$ cat src/rtl/spi_reg_bank.sv
// rtl/spi_reg_bank.sv - SPI-slave register bank feeding the SPI peripheral mux
//
// Decodes 32-bit MSB-first frames (write flag, 7-bit address, 24-bit data)
// framed by cs2, with all SPI pins oversampled in the clk domain.
//
// Ports:
//   clk          system clock, the only clock
//   rst          synchronous active-high reset
//   cs2          register-bank chip select, active low
//   spi_clk      MCU SPI clock (mode 0), asynchronous to clk
//   spi_mosi     MCU serial data, MSB first
//   status       read-only status word, sampled when read data is loaded
//   dout         serial read data towards the mux
//   reg_spi_mux  peripheral select vector
//   reg_led      general control register
module spi_reg_bank #(
  parameter logic [23:0] MAGIC = 24'hA5_0001
) (
  input  logic        clk,
  input  logic        rst,
  input  logic        cs2,
  input  logic        spi_clk,
  input  logic        spi_mosi,
  input  logic [23:0] status,
  output logic        dout,
  output logic [23:0] reg_spi_mux,
  output logic [23:0] reg_led
);

  typedef enum logic [1:0] {
    IDLE = 2'd0,
    CMD  = 2'd1,
    DATA = 2'd2,
    DONE = 2'd3
  } state_t;

  state_t state_q, state_d;

  // 2-FF synchronisers; spi_clk has one extra history stage for edge detection
  logic cs_s1, cs_s2;
  logic sclk_s1, sclk_s2, sclk_prev;
  logic mosi_s1, mosi_s2;

  always_ff @(posedge clk) begin
    if (rst) begin
      cs_s1     <= 1'b0;
      cs_s2     <= 1'b0;
      sclk_s1   <= 1'b0;
      sclk_s2   <= 1'b0;
      sclk_prev <= 1'b0;
      mosi_s1   <= 1'b0;
      mosi_s2   <= 1'b0;
    end else begin
      cs_s1     <= cs2;
      cs_s2     <= cs_s1;
      sclk_s1   <= spi_clk;
      sclk_s2   <= sclk_s1;
      sclk_prev <= sclk_s2;
      mosi_s1   <= spi_mosi;
      mosi_s2   <= mosi_s1;
    end
  end

  logic rise, fall;
  assign rise = sclk_s2 & ~sclk_prev;
  assign fall = ~sclk_s2 & sclk_prev;

  logic [5:0]  bit_cnt;
  logic [22:0] shift_in;   // only the last 23 bits are ever needed
  logic [23:0] shift_out;
  logic        wr_flag;
  logic [6:0]  addr;
  logic [23:0] rd_data;

  always_comb begin
    rd_data = 24'h0;
    case (addr)
      7'h01:   rd_data = reg_led;
      7'h02:   rd_data = reg_spi_mux;
      7'h03:   rd_data = status;
      7'h04:   rd_data = MAGIC;
      default: rd_data = 24'h0;
    endcase
  end

  always_ff @(posedge clk) begin
    if (rst) state_q <= IDLE;
    else     state_q <= state_d;
  end

  // cs2 deassertion is checked first in every state so it beats a coincident edge
  always_comb begin
    state_d = state_q;
    case (state_q)
      IDLE: if (!cs_s2) state_d = CMD;
      CMD: begin
        if (cs_s2)                           state_d = IDLE;
        else if (rise && bit_cnt == 6'd7)    state_d = DATA;
      end
      DATA: begin
        if (cs_s2)                           state_d = IDLE;
        else if (rise && bit_cnt == 6'd31)   state_d = DONE;
      end
      DONE: if (cs_s2) state_d = IDLE;
      default: state_d = IDLE;
    endcase
  end

  always_ff @(posedge clk) begin
    if (rst) begin
      bit_cnt     <= 6'd0;
      shift_in    <= 23'h0;
      shift_out   <= 24'h0;
      wr_flag     <= 1'b0;
      addr        <= 7'h0;
      dout        <= 1'b0;
      reg_led     <= 24'h0;
      reg_spi_mux <= 24'h0;
    end else if (cs_s2) begin
      // bus released: drop any partial frame, registers untouched
      bit_cnt   <= 6'd0;
      shift_in  <= 23'h0;
      shift_out <= 24'h0;
      dout      <= 1'b0;
    end else begin
      case (state_q)
        CMD: begin
          if (rise) begin
            shift_in <= {shift_in[21:0], mosi_s2};
            bit_cnt  <= bit_cnt + 6'd1;
            if (bit_cnt == 6'd7) begin
              wr_flag <= shift_in[6];
              addr    <= {shift_in[5:0], mosi_s2};
            end
          end
        end
        DATA: begin
          if (rise) begin
            shift_in <= {shift_in[21:0], mosi_s2};
            bit_cnt  <= bit_cnt + 6'd1;
            if (bit_cnt == 6'd31 && wr_flag) begin
              case (addr)
                7'h01:   reg_led     <= {shift_in, mosi_s2};
                7'h02:   reg_spi_mux <= {shift_in, mosi_s2};
                default: ;
              endcase
            end
          end else if (fall && !wr_flag) begin
            if (bit_cnt == 6'd8) begin
              shift_out <= rd_data;
              dout      <= rd_data[23];
            end else if (bit_cnt > 6'd8) begin
              shift_out <= {shift_out[22:0], 1'b0};
              dout      <= shift_out[22];
            end
          end
        end
        default: begin
          // IDLE and DONE: no edge processing, counter holds (saturates in DONE)
          dout <= 1'b0;
        end
      endcase
    end
  end

endmodule

$ cat config.mk
export PLATFORM = sky130hd
export DESIGN_NAME = spi_reg_bank
export DESIGN_NICKNAME = d
export VERILOG_FILES = /design/src/rtl/spi_reg_bank.sv
export SDC_FILE = /design/constraint.sdc
export NUM_CORES = 1
export LEC_CHECK = 0
export ABC_CLOCK_PERIOD_IN_PS = 2100
export CORE_AREA = 2 2 107 109
export CTS_BUF_LIST = sky130_fd_sc_hd__clkbuf_4
export CTS_CLUSTER_DIAMETER = 100
export DETAILED_ROUTE_END_ITERATION = 8
export DIE_AREA = 0 0 109 111
export PLACE_DENSITY = 0.81
export SYNTH_ARGS = -nofsm -noshare
export SYNTH_HDL_FRONTEND = slang
export SYNTH_SLANG_ARGS = --single-unit
$ cat constraint.sdc
create_clock -name clk -period 2.1 [get_ports clk]
set_input_delay 0.21 -clock clk [delete_from_list [all_inputs] [get_ports clk]]
set_output_delay 0.21 -clock clk [all_outputs]
set_load 0.02 [all_outputs]
======== Word-level counts from Yosys, hierarchy flattened ========
Index checks and enable logic that the tools add are counted.
storage, ports and cells
  register bits ........................... 118
  latch bits .............................. 0
  bits in writable memories ............... 0
  bits in read-only memories .............. 0
  output and inout bits ................... 49
  memories kept ........................... 0
operators by class
  add/sub/neg operators ................... 1
  $mul .................................... 0
  divide/modulo/power cells ............... 0
  magnitude comparators ................... 1
  eq/ne operators ......................... 17
  shift-type cells ........................ 0
  multiplexer cells ....................... 15
  bitwise gates (word level) .............. 7
  reduce and logical (&&, ||, !) cells .... 16
operator list
  operator                                                                         number
  24-bit one-hot mux with 4 select lines                                           1
  23-bit two-way mux                                                               2
  4-bit AND reduction                                                              4
  7-bit by 2-bit == test with 1-bit output, second input constant                  2
  2-bit two-way mux                                                                6
  5-bit AND reduction                                                              2
  3-bit inequality test, second input constant                                     3
  2-bit inequality test, second input constant                                     4
  2-bit one-hot mux with 4 select lines                                            1
  7-bit by 1-bit == test with 1-bit output, second input constant                  1
  7-bit by 3-bit == test with 1-bit output, second input constant                  1
  6-bit by 1-bit adder with 6-bit output, second input constant                    1
  6-bit by 3-bit == test with 1-bit output, second input constant                  1
  6-bit by 4-bit == test with 1-bit output, second input constant                  1
  6-bit by 5-bit == test with 1-bit output, second input constant                  1
  6-bit by 4-bit greater-than comparator with 1-bit output, second input constant  1
  1-bit NOT                                                                        5
  2-bit == test, second input constant                                             2
  1-bit logical AND                                                                4
  1-bit two-way mux                                                                4
  2-bit OR reduction                                                               2
  1-bit AND                                                                        2
  2-bit by 1-bit == test with 1-bit output, second input constant                  1
  2-bit zero test                                                                  1
  4 further kinds                                                                  4

======== Depth between registers and ports, before layout ========
Gate-level depths: netlist of the first run.
  depth after elaboration ................. 6
  mapped depth ............................ 9
  depth with buffers taken out ............ 7

======== Least setup slack after synthesis of the first run ========
Ideal clock, no wire load.
  path type ............................... reg2reg
  start point ............................. reg state_q[0]
  end point ............................... reg reg_led[14]
  setup time .............................. 70 ps
  data arrival time ....................... 1698 ps
  required time ........................... 2030 ps
  setup slack ............................. 332 ps
  stages on the path, launching flop included .. 9
  path buffers ............................ 1
  clock period less this slack ............ 1768 ps
  cell sequence ........................... dfxtp_1 > inv_1 > ha_1 > and4b_1 > and4_1 > nand3b_1 > clkbuf_1 > nand2_1 > a21oi_2
on the way
  cells in the longest elaborated chain, start to end .. 2
ends and longest elaborated chain
  element                        line  source
  start, declared                37    state_t state_q, state_d;
  start signal, assigned         88    else state_q <= state_d;
  2-bit == test                  126   case (state_q)
  5-bit AND reduction (no line)  n/a
  end signal, assigned           143   7'h01: reg_led <= {shift_in, mosi_s2};
  end, declared                  27    output logic [23:0] reg_led
No other way between the ends.
A chain may end at the register's enable or synchronous reset.

======== Final worst setup path of the first run ========
  start point ............................. reg bit_cnt[0]
  end point ............................... reg reg_led[9]
on the way
  cells in the longest elaborated chain, start to end .. 3
ends and longest elaborated chain
  element                                   line  source
  start, declared                           68    logic [5:0] bit_cnt;
  start signal, assigned                    130   bit_cnt <= bit_cnt + 6'd1;
  start signal, assigned                    140   bit_cnt <= bit_cnt + 6'd1;
  6-bit by 5-bit == test with 1-bit output  141   if (bit_cnt == 6'd31 && wr_flag) begin
  1-bit logical AND                         141
  5-bit AND reduction (no line)             n/a
No other way between the ends.

==> load_flow_metrics.sql, run 1 <==
INSERT INTO impl_metrics (metric_group, metric, value, unit) VALUES
('logic_synthesis', 'synth-seq-cells', '118', ''),
('logic_synthesis', 'share_of_synthesized_cell_area_in_and_or_nand_and_nor_gates', '0.209', ''),
('critical_path', 'r2r.worst_path.cells', '7', ''),
('clock_tree', 'tritoncts.num_buffers', '17', ''),
('global_route', 'grt_antenna_before_repair', '0', ''),
('logic_synthesis', 'synth-warning-count', '0', ''),
('clock_tree', 'clock_insertion_delay_worst_skew', '500', 'ps'),
('routing', 'routed_via_density', '5.65', ''),
('logic_synthesis', 'synth_fp_nets', '665', ''),
('critical_path', 'start_kind', 'register', ''),
('logic_synthesis', 'ys_types', '47', ''),
('logic_synthesis', 'most_used_flip_flop_cell_after_synthesis', 'sky130_fd_sc_hd__dfxtp_1', ''),
('routing', 'drt_drc_violations_left', '0', ''),
('global_route', 'overflow_left_after_global_routing', '0', ''),
('logic_synthesis', 'synth_top_family_by_area', 'simple AND/OR/NAND/NOR gates', ''),
('floorplanning', 'floorplan.initialDensity', '0.466', ''),
('logic_synthesis', 'avgSynthCellArea', '8.20', 'um2'),
('placed_design', 'io_buffers', '77', ''),
('sta', 'layout_setup_ws', '199', 'ps'),
('placed_design', 'gp_routability_congestion', '0.899', ''),
('clock_tree', 'clock-root-buffer', 'sky130_fd_sc_hd__clkbuf_4', ''),
('placed_design', 'place_ws', '252', 'ps'),
('status', 'run_status', 'complete, no violations', ''),
('final_layout', 'num-nets-final', '741', ''),
('logic_synthesis', 'area_share_of_the_largest_cell_type_after_synthesis', '0.458', ''),
('floorplanning', 'die_area', '12100', 'um2'),
('sta', 'drv_slew', '0', ''),
('routing', 'antenna_left', '0', ''),
('floorplanning', 'io_pins', '78', ''),
('final_layout', 'layout_commonest_cell', 'sky130_fd_sc_hd__nand2_1', ''),
('clock_tree', 'cts_post_setup_buffers_inserted', '0', ''),
('sta', 'hold_viol_final', '0', ''),
('placed_design', 'place_area', '6090', 'um2'),
('logic_synthesis', 'share_of_async_settable_or_async_resettable_flops_after_synthesis', '0', ''),
('critical_path', 'timing.critical_path.fanout_max', '16', ''),
('final_layout', 'fillerInstances', '949', ''),
('floorplanning', 'std_cell_rows', '39', ''),
('final_layout', 'final_layout_size_suffix_gt1_frac', '0.134', ''),
('clock_tree', 'path_clk_slew', '100', 'ps'),
('critical_path', 'timing.critical_path.from', 'bit_cnt[0]', ''),
('sta', 'fin_setup_tns', '0', 'ps'),
('sta', 'finClkSkew', '14.8', 'ps'),
('final_layout', 'layout_common_cells', 'sky130_fd_sc_hd__nand2_1 (151), sky130_fd_sc_hd__dfxtp_1 (118), sky130_fd_sc_hd__a21oi_1 (108), sky130_fd_sc_hd__clkdlybuf4s50_1 (76), sky130_fd_sc_hd__nor2_1 (46)', ''),
('final_layout', 'finalInstanceArea', '6350', 'um2'),
('critical_path', 'rrSetupSlack', '200', 'ps'),
('routing', 'drt-initial-drc-count', '379', ''),
('routing', 'wl_per_cell', '16.4', 'um'),
('routing', 'drt-total-wl', '14.1', 'mm'),
('logic_synthesis', 'area_share_of_fa_ha_maj_cells_after_synthesis', '0.0170', ''),
('critical_path', 'worstPathRequired', '2520', 'ps'),
('sta', 'fin_crit_sh', '0.905', ''),
('hold_path', 'timing.hold.worst_path_depth', '4', ''),
('final_layout', 'register_area', '2360', 'um2'),
('global_route', 'grt_max_degree', '41', ''),
('clock_tree', 'cts.htree.levels', '4', ''),
('hold_path', 'min-delay-path-class', 'input port to register', ''),
('critical_path', 'endpoint', 'reg_led[9]', ''),
('logic_synthesis', 'synth_seq_area_share', '0.458', ''),
('global_route', 'first_global_vias', '4681', ''),
('sta', 'tightestPinTransition', '519', 'ps'),
('logic_synthesis', 'cell_types_occupying_the_most_area_after_synthesis', 'sky130_fd_sc_hd__dfxtp_1 (46%), sky130_fd_sc_hd__nand2_1 (11%), sky130_fd_sc_hd__a21oi_1 (10%), sky130_fd_sc_hd__mux2_2 (5.2%), sky130_fd_sc_hd__a22oi_1 (3.3%)', ''),
('floorplanning', 'fp.dieH', '111', 'um'),
('placed_design', 'dp_hpwl', '9.83', 'mm'),
('logic_synthesis', 'post_synth_instance_area', '5160', 'um2'),
('global_route', 'grt_first_pass_wirelength', '22.7', 'mm'),
('clock_tree', 'ctsResizeCount', '0', ''),
('logic_synthesis', 'post_synth_mux_area_share', '0.0679', ''),
('flow_run', 'maxCapViolations', '0', ''),
('logic_synthesis', 'synthXorXnorAreaFrac', '0.00679', ''),
('clock_tree', 'tritoncts', 'yes', ''),
('logic_synthesis', 'synthCells', '629', '');
[flip-flops by register name, indices dropped and copies added, names as in the netlist]
name	cells
addr	7
bit_cnt	6
cs_s1	1
cs_s2	1
dout	1
mosi_s1	1
mosi_s2	1
reg_led	24
reg_spi_mux	24
sclk_prev	1
sclk_s1	1
sclk_s2	1
shift_in	23
shift_out	23
state_q	2
wr_flag	1
[how the worst min path moves through the flow]
stage	startpoint	endpoint	slack [ps]
after CTS	rst	shift_out[22]	110
after detailed placement	sclk_s1	sclk_s2	430
after floorplan	cs2	cs_s1	340
final	rst	shift_out[22]	140
after global placement	mosi_s1	mosi_s2	430
after global routing	rst	shift_out[22]	150
[metal layers]
| layer | track usage | share of wire | up-vias |
|---|---|---|---|
| li1 | - | - | 2312 |
| met1 | 0.300 | 0.41 | 2306 |
| met2 | 0.381 | 0.50 | 219 |
| met3 | 0.0564 | 0.067 | 30 |
| met4 | 0.109 | 0.023 | 0 |
| met5 | 0 | 0 | - |
[report_power, final]
group          leakage [nW]  switching (mW)  internal, mW
registers             0.952          0.0197          2.25
clock network         0.146           0.814         0.724
logic                  1.10           0.170         0.126
total                  2.19            1.00          3.10
[worst max-delay path, stage by stage, from the launching register on]
cell                      delay, ps
sky130_fd_sc_hd__dfxtp_1        400
sky130_fd_sc_hd__ha_1           210
sky130_fd_sc_hd__and4b_1        260
sky130_fd_sc_hd__and4_1         280
sky130_fd_sc_hd__and3b_1        200
sky130_fd_sc_hd__buf_4          230
sky130_fd_sc_hd__nand2_1         90
sky130_fd_sc_hd__a21oi_1        160
[layout make-up]
class / count / share of cell area
Multi-Input combinational cell: 459 / 0.401
Clock inverter: 12 / 0.0175
Inverter: 4 / 0.00236
Tap cell: 143 / 0.0282
Sequential cell: 118 / 0.372
Clock buffer: 20 / 0.0236
Timing Repair Buffer: 105 / 0.156
[synthesized netlist by cell type, types with 4 or more instances]
library cell	number
sky130_fd_sc_hd__nand2_1	151
sky130_fd_sc_hd__nand3b_1	4
sky130_fd_sc_hd__buf_2	8
sky130_fd_sc_hd__a21oi_1	108
sky130_fd_sc_hd__clkbuf_1	32
sky130_fd_sc_hd__nor2_1	46
sky130_fd_sc_hd__o21ai_1	5
sky130_fd_sc_hd__nor3_1	4
sky130_fd_sc_hd__inv_1	4
sky130_fd_sc_hd__dfxtp_1	118
sky130_fd_sc_hd__mux2i_1	8
sky130_fd_sc_hd__nand3_1	4
sky130_fd_sc_hd__a22oi_1	23
sky130_fd_sc_hd__o21ai_0	18
sky130_fd_sc_hd__mux2_2	24
sky130_fd_sc_hd__buf_6	4
sky130_fd_sc_hd__nor2b_1	9
sky130_fd_sc_hd__ha_1	7
sky130_fd_sc_hd__a21oi_2	10
[cells by family after synthesis]
group,count (synthesis)
and+or+nand+nor,242
buffers and inverters,52
DFF,118
AOI/OAI and AO/OA,174
adders and majority gates,7
xor gates and xnor gates,4
muxes,32
[metrics by stage]
| stage | hold WS (ps) | power (mW) | util |
|---|---|---|---|
| finish | 144 | 4.11 | 0.573 |
| global placement | 429 | 2.60 | 0.550 |
| global route | 150 | 4.27 | 0.573 |
| detailed placement | 432 | 2.61 | 0.550 |
| floorplan | 338 | 2.50 | - |
| CTS | 108 | 4.11 | 0.573 |
Power figures use the tool's default switching activity.
==> inputs of run 2 (changes only) <==
CAP_MARGIN = 20   (was unset)
CORE_AREA = 2 2 131 95   (was 2 2 107 109)
DIE_AREA = 0 0 133 97   (was 0 0 109 111)
PLACE_DENSITY = 0.78   (was 0.81)
==> load_flow_metrics.sql, run 2 (same netlist as run 1, synthesis figures left out) <==
INSERT INTO impl_metrics (metric_group, metric, value, unit) VALUES
('floorplanning', 'std_cell_rows', '33', ''),
('sta', 'layout_setup_ws', '171', 'ps'),
('clock_tree', 'tritoncts.num_buffers', '17', ''),
('sta', 'tightestPinTransition', '626', 'ps'),
('sta', 'final.min_clock_period', '1930', 'ps'),
('power', 'final_power', '4.59', 'mW'),
('placed_design', 'place_area', '6070', 'um2'),
('routing', 'drt_drc_violations_left', '2', ''),
('clock_tree', 'path_clk_slew', '110', 'ps'),
('status', 'violations', 'design-rule violations', ''),
('global_route', 'grt_most_used_layer', 'met2', ''),
('clock_tree', 'tritoncts_num_sinks', '118', ''),
('global_route', 'grt_max_degree', '42', ''),
('sta', 'hold_viol_final', '0', ''),
('global_route', 'grt_use_met1', '0.296', ''),
('routing', 'antenna_left', '0', ''),
('flow_run', 'maxCapViolations', '0', ''),
('critical_path', 'worstPathRequired', '2480', 'ps'),
('floorplanning', 'fp.dieH', '97', 'um'),
('final_layout', 'finish.cell_count_without_fillers', '871', ''),
('status', 'run_status', 'finished with violations', ''),
('sta', 'grt_setup_unrepaired', 'no', ''),
('final_layout', 'final_layout_size_suffix_gt1_frac', '0.134', ''),
('routing', 'vias', '4843', ''),
('routing', 'routed_via_density', '5.56', ''),
('critical_path', 'crit_path_end_kind', 'register', ''),
('final_layout', 'fillerInstances', '984', ''),
('routing', 'wl_per_cell', '16.2', 'um'),
('routing', 'drt-total-wl', '14.1', 'mm'),
('placed_design', 'dp_hpwl', '9.78', 'mm'),
('critical_path', 'critical_path_arrival', '2310', 'ps'),
('sta', 'max_freq', '0.518', 'GHz'),
('floorplanning', 'io_pins', '78', ''),
('floorplanning', 'fp.coreArea', '11500', 'um2'),
('placed_design', 'number_of_placed_instances_with_taps_included', '839', ''),
('sta', 'fin_setup_tns', '0', 'ps'),
('clock_tree', 'clock_insertion_delay_worst_skew', '520', 'ps'),
('floorplanning', 'die_area', '12900', 'um2'),
('clock_tree', 'cts.hold.buffers_added', '0', ''),
('sta', 'fin_crit_sh', '0.919', ''),
('global_route', 'grt_util_all_layers', '0.221', ''),
('clock_tree', 'clock-root-buffer', 'sky130_fd_sc_hd__clkbuf_4', ''),
('power', 'vdd_ir_drop_max', '0.365', 'mV'),
('global_route', 'first_global_vias', '4601', ''),
('sta', 'drv_slew', '0', ''),
('placed_design', 'place_ws', '179', 'ps'),
('critical_path', 'path_class', 'register to register', ''),
('placed_design', 'gp_routability_congestion', '0.900', ''),
('sta', 'slew-limit-headroom', '0.582', ''),
('floorplanning', 'floorplan.initialDensity', '0.448', ''),
('global_route', 'grt_first_pass_wirelength', '22.7', 'mm'),
('power', 'leakage', '2.22', 'nW'),
('final_layout', 'finalInstanceArea', '6430', 'um2'),
('power', 'power_density', '714', 'nW/um2'),
('global_route', 'grt_antenna_before_repair', '0', ''),
('routing', 'detailedRoute.firstPassIterationCount', '7', ''),
('sta', 'setup_viol', '0', ''),
('final_layout', 'num-nets-final', '737', ''),
('clock_tree', 'clock_tree.buffer_depth', '2', ''),
('hold_path', 'min-delay-path-class', 'input port to register', ''),
('sta', 'finClkSkew', '22.0', 'ps'),
('routing', 'drt-initial-drc-count', '504', ''),
('final_layout', 'reg.largest.list', 'reg_led (24), reg_spi_mux (24)', ''),
('final_layout', 'layout_commonest_cell', 'sky130_fd_sc_hd__nand2_1', ''),
('global_route', 'grt_use_met2', '0.346', ''),
('critical_path', 'timing.critical_path.fanout_max', '8', ''),
('clock_tree', 'tritoncts', 'yes', ''),
('final_layout', 'layout_common_cells', 'sky130_fd_sc_hd__nand2_1 (151), sky130_fd_sc_hd__dfxtp_1 (118), sky130_fd_sc_hd__a21oi_1 (108), sky130_fd_sc_hd__clkdlybuf4s50_1 (76), sky130_fd_sc_hd__nor2_1 (46)', ''),
('clock_tree', 'cts_post_setup_buffers_inserted', '0', ''),
('critical_path', 'start_kind', 'register', ''),
('final_layout', 'insertedDiodeCount', '0', ''),
('clock_tree', 'cts.htree.levels', '4', ''),
('final_layout', 'area_growth', '24.6', '%'),
('floorplanning', 'floorplan.die.width', '133', 'um'),
('placed_design', 'io_buffers', '77', ''),
('global_route', 'met3_usage', '0.0519', ''),
('global_route', 'overflow_left_after_global_routing', '0', '');
-- run 2: layer usage --
metal  vias to the layer above  share of wire
met5                         -              0
li1                       2302              -
met3                        28          0.071
met2                       214           0.46
met4                         0          0.016
met1                      2299           0.46
-- run 2: layout make-up --
| type | count | area, um2 | share of cell area |
|---|---|---|---|
| clock buffers | 18 | 135 | 0.0210 |
| clock inverters | 14 | 225 | 0.0350 |
| inverters | 4 | 15.0 | 0.00234 |
| multi-input cells | 459 | 2550 | 0.396 |
| flip-flops and latches | 118 | 2360 | 0.367 |
| well taps | 157 | 196 | 0.0306 |
| repair buffers | 101 | 950 | 0.148 |
-- run 2: final timing paths --
| kind | to | from | slack [ps] | depth (start not counted) |
|---|---|---|---|---|
| max | addr[3] | state_q[1] | 170 | 6 |
| min | wr_flag | rst | 170 | 2 |
| min reg2reg | cs_s2 | cs_s1 | 450 | 1 |
| max reg2reg | addr[3] | state_q[1] | 170 | 6 |
-- run 2: critical path, cell delays in order, from the launching register on --
cell                      delay [ps]
sky130_fd_sc_hd__dfxtp_1         350
sky130_fd_sc_hd__inv_1           120
sky130_fd_sc_hd__ha_1            310
sky130_fd_sc_hd__nor2b_1         240
sky130_fd_sc_hd__nand3_1         420
sky130_fd_sc_hd__mux2i_1         300
sky130_fd_sc_hd__nor2_1           50
-- run 2: repair_timing --
action / in CTS / in global routing
endpoints found under the setup margin: 0 / 2
hold endpoints to repair: 0 / 0
gates resized for setup: 0 / 1
-- run 2: power breakdown --
part / switching [mW] / leakage [nW] / internal [mW] / total, mW
Combinational: 0.171 / 1.07 / 0.124 / 0.295
Sequential: 0.0207 / 0.952 / 2.26 / 2.28
Clock: 0.926 / 0.191 / 1.09 / 2.02
Total: 1.12 / 2.22 / 3.47 / 4.59
-- run 2: per-stage QoR --
step | utilization | hold slack, ps
after floorplan | - | 338
final | 0.558 | 167
after detailed placement | 0.527 | 425
after CTS | 0.558 | 125
after global placement | 0.527 | 425
after global routing | 0.558 | 137
==> inputs of run 3 (changes only) <==
CORE_AREA = 2 2 116 107   (was 2 2 131 95)
DIE_AREA = 0 0 118 109   (was 0 0 133 97)
==> load_flow_metrics.sql, run 3 (same netlist as run 1, synthesis figures left out) <==
INSERT INTO impl_metrics (metric_group, metric, value, unit) VALUES
('critical_path', 'worstPathRequired', '2540', 'ps'),
('routing', 'antenna_left', '0', ''),
('clock_tree', 'clock_tree.buffer_depth', '2', ''),
('routing', 'wl_per_cell', '16.1', 'um'),
('sta', 'hold_viol_final', '0', ''),
('critical_path', 'path_class', 'register to register', ''),
('clock_tree', 'clock_insertion_delay_worst_skew', '520', 'ps'),
('floorplanning', 'die_area', '12900', 'um2'),
('critical_path', 'start_kind', 'register', ''),
('power', 'power_density', '656', 'nW/um2'),
('sta', 'slew-limit-headroom', '0.714', ''),
('global_route', 'first_global_vias', '4657', ''),
('flow_run', 'maxCapViolations', '0', ''),
('clock_tree', 'path_clk_slew', '120', 'ps'),
('critical_path', 'crit_path_end_kind', 'register', ''),
('status', 'run_status', 'complete, no violations', ''),
('final_layout', 'area_growth', '24.3', '%'),
('floorplanning', 'std_cell_rows', '38', ''),
('global_route', 'grt_max_degree', '35', ''),
('sta', 'max_freq', '0.529', 'GHz'),
('power', 'final_power', '4.21', 'mW'),
('clock_tree', 'cts_post_setup_buffers_inserted', '0', ''),
('power', 'vdd_ir_drop_max', '0.295', 'mV'),
('sta', 'drv_slew', '0', ''),
('final_layout', 'final_layout_size_suffix_gt1_frac', '0.140', ''),
('routing', 'routed_via_density', '5.53', ''),
('routing', 'drt_drc_violations_left', '0', ''),
('clock_tree', 'tritoncts.num_buffers', '17', ''),
('routing', 'drt-initial-drc-count', '426', ''),
('sta', 'tightestPinTransition', '429', 'ps'),
('routing', 'drt-total-wl', '14.1', 'mm'),
('global_route', 'grt_util_all_layers', '0.224', ''),
('global_route', 'grt_first_pass_wirelength', '23.0', 'mm'),
('sta', 'layout_setup_ws', '209', 'ps'),
('placed_design', 'place_ws', '256', 'ps'),
('sta', 'grt_setup_unrepaired', 'no', ''),
('clock_tree', 'clock-root-buffer', 'sky130_fd_sc_hd__clkbuf_4', ''),
('clock_tree', 'tritoncts', 'yes', ''),
('final_layout', 'layout_common_cells', 'sky130_fd_sc_hd__nand2_1 (151), sky130_fd_sc_hd__dfxtp_1 (118), sky130_fd_sc_hd__a21oi_1 (108), sky130_fd_sc_hd__clkdlybuf4s50_1 (76), sky130_fd_sc_hd__nor2_1 (46)', ''),
('floorplanning', 'fp.dieH', '109', 'um'),
('clock_tree', 'cts.htree.levels', '4', ''),
('placed_design', 'place_area', '6110', 'um2'),
('routing', 'vias', '4870', ''),
('final_layout', 'register_area', '2360', 'um2'),
('final_layout', 'reg.largest.list', 'reg_led (24), reg_spi_mux (24)', ''),
('global_route', 'overflow_left_after_global_routing', '0', ''),
('final_layout', 'layout_commonest_cell', 'sky130_fd_sc_hd__nand2_1', ''),
('power', 'leakage', '2.21', 'nW'),
('hold_path', 'min-delay-path-class', 'input port to register', ''),
('final_layout', 'num-nets-final', '742', ''),
('placed_design', 'dp_hpwl', '9.60', 'mm'),
('placed_design', 'number_of_placed_instances_with_taps_included', '846', ''),
('floorplanning', 'io_pins', '78', ''),
('sta', 'timing.hold.ws', '246', 'ps'),
('critical_path', 'critical_path_arrival', '2330', 'ps'),
('clock_tree', 'cts.hold.buffers_added', '1', ''),
('floorplanning', 'floorplan.initialDensity', '0.439', ''),
('final_layout', 'fillerInstances', '1061', ''),
('global_route', 'grt_antenna_before_repair', '1', ''),
('sta', 'fin_setup_tns', '0', 'ps'),
('clock_tree', 'tritoncts_num_sinks', '118', ''),
('sta', 'setup_viol', '0', ''),
('final_layout', 'multi_input_logic_area', '2550', 'um2'),
('sta', 'finClkSkew', '19.7', 'ps'),
('critical_path', 'timing.critical_path.fanout_max', '24', ''),
('clock_tree', 'ctsResizeCount', '0', ''),
('placed_design', 'gp_routability_congestion', '0.825', ''),
('floorplanning', 'floorplan.die.width', '118', 'um'),
('sta', 'final.min_clock_period', '1890', 'ps'),
('floorplanning', 'fp.coreArea', '11700', 'um2'),
('final_layout', 'utilization', '0.546', ''),
('sta', 'fin_crit_sh', '0.901', ''),
('placed_design', 'io_buffers', '77', ''),
('routing', 'detailedRoute.firstPassIterationCount', '5', ''),
('final_layout', 'finalInstanceArea', '6410', 'um2'),
('final_layout', 'finish.cell_count_without_fillers', '880', '');
-- run 3: final timing paths --
kind                                  from           to  slack, ps  cells after the start
worst min-delay path               spi_clk      sclk_s1        250                      2
worst max-delay path            bit_cnt[0]  reg_led[22]        210                      7
worst max register to register  bit_cnt[0]  reg_led[22]        210                      7
worst min register to register     mosi_s1      mosi_s2        450                      1
-- run 3: routing by layer --
metal  track usage  share of wire
met5             0              0
met4        0.0869          0.022
met3        0.0460          0.064
met2         0.382           0.49
met1         0.282           0.43
-- run 3: where the power goes --
group | switching, mW | internal [mW] | total, mW
Combinational | 0.170 | 0.127 | 0.297
Sequential | 0.0188 | 2.26 | 2.28
Clock | 0.994 | 0.640 | 1.63
-- run 3: cell type report --
| type | count | area share |
|---|---|---|
| antenna | 1 | 0.000390 |
| clock buffer | 17 | 0.0199 |
| clock inverter | 15 | 0.0246 |
| inverter | 4 | 0.00234 |
| multi-input combinational | 459 | 0.397 |
| sequential | 118 | 0.368 |
| tap | 160 | 0.0312 |
| timing repair buffer | 106 | 0.156 |
-- run 3: worst max-delay path, stage by stage (launching register included) --
cell and delay, ps:
sky130_fd_sc_hd__dfxtp_1 420, sky130_fd_sc_hd__ha_1 210, sky130_fd_sc_hd__and4b_1 250, sky130_fd_sc_hd__and4_1 290, sky130_fd_sc_hd__and3b_1 230, sky130_fd_sc_hd__buf_12 190, sky130_fd_sc_hd__nand2_1 90, sky130_fd_sc_hd__a21oi_2 150
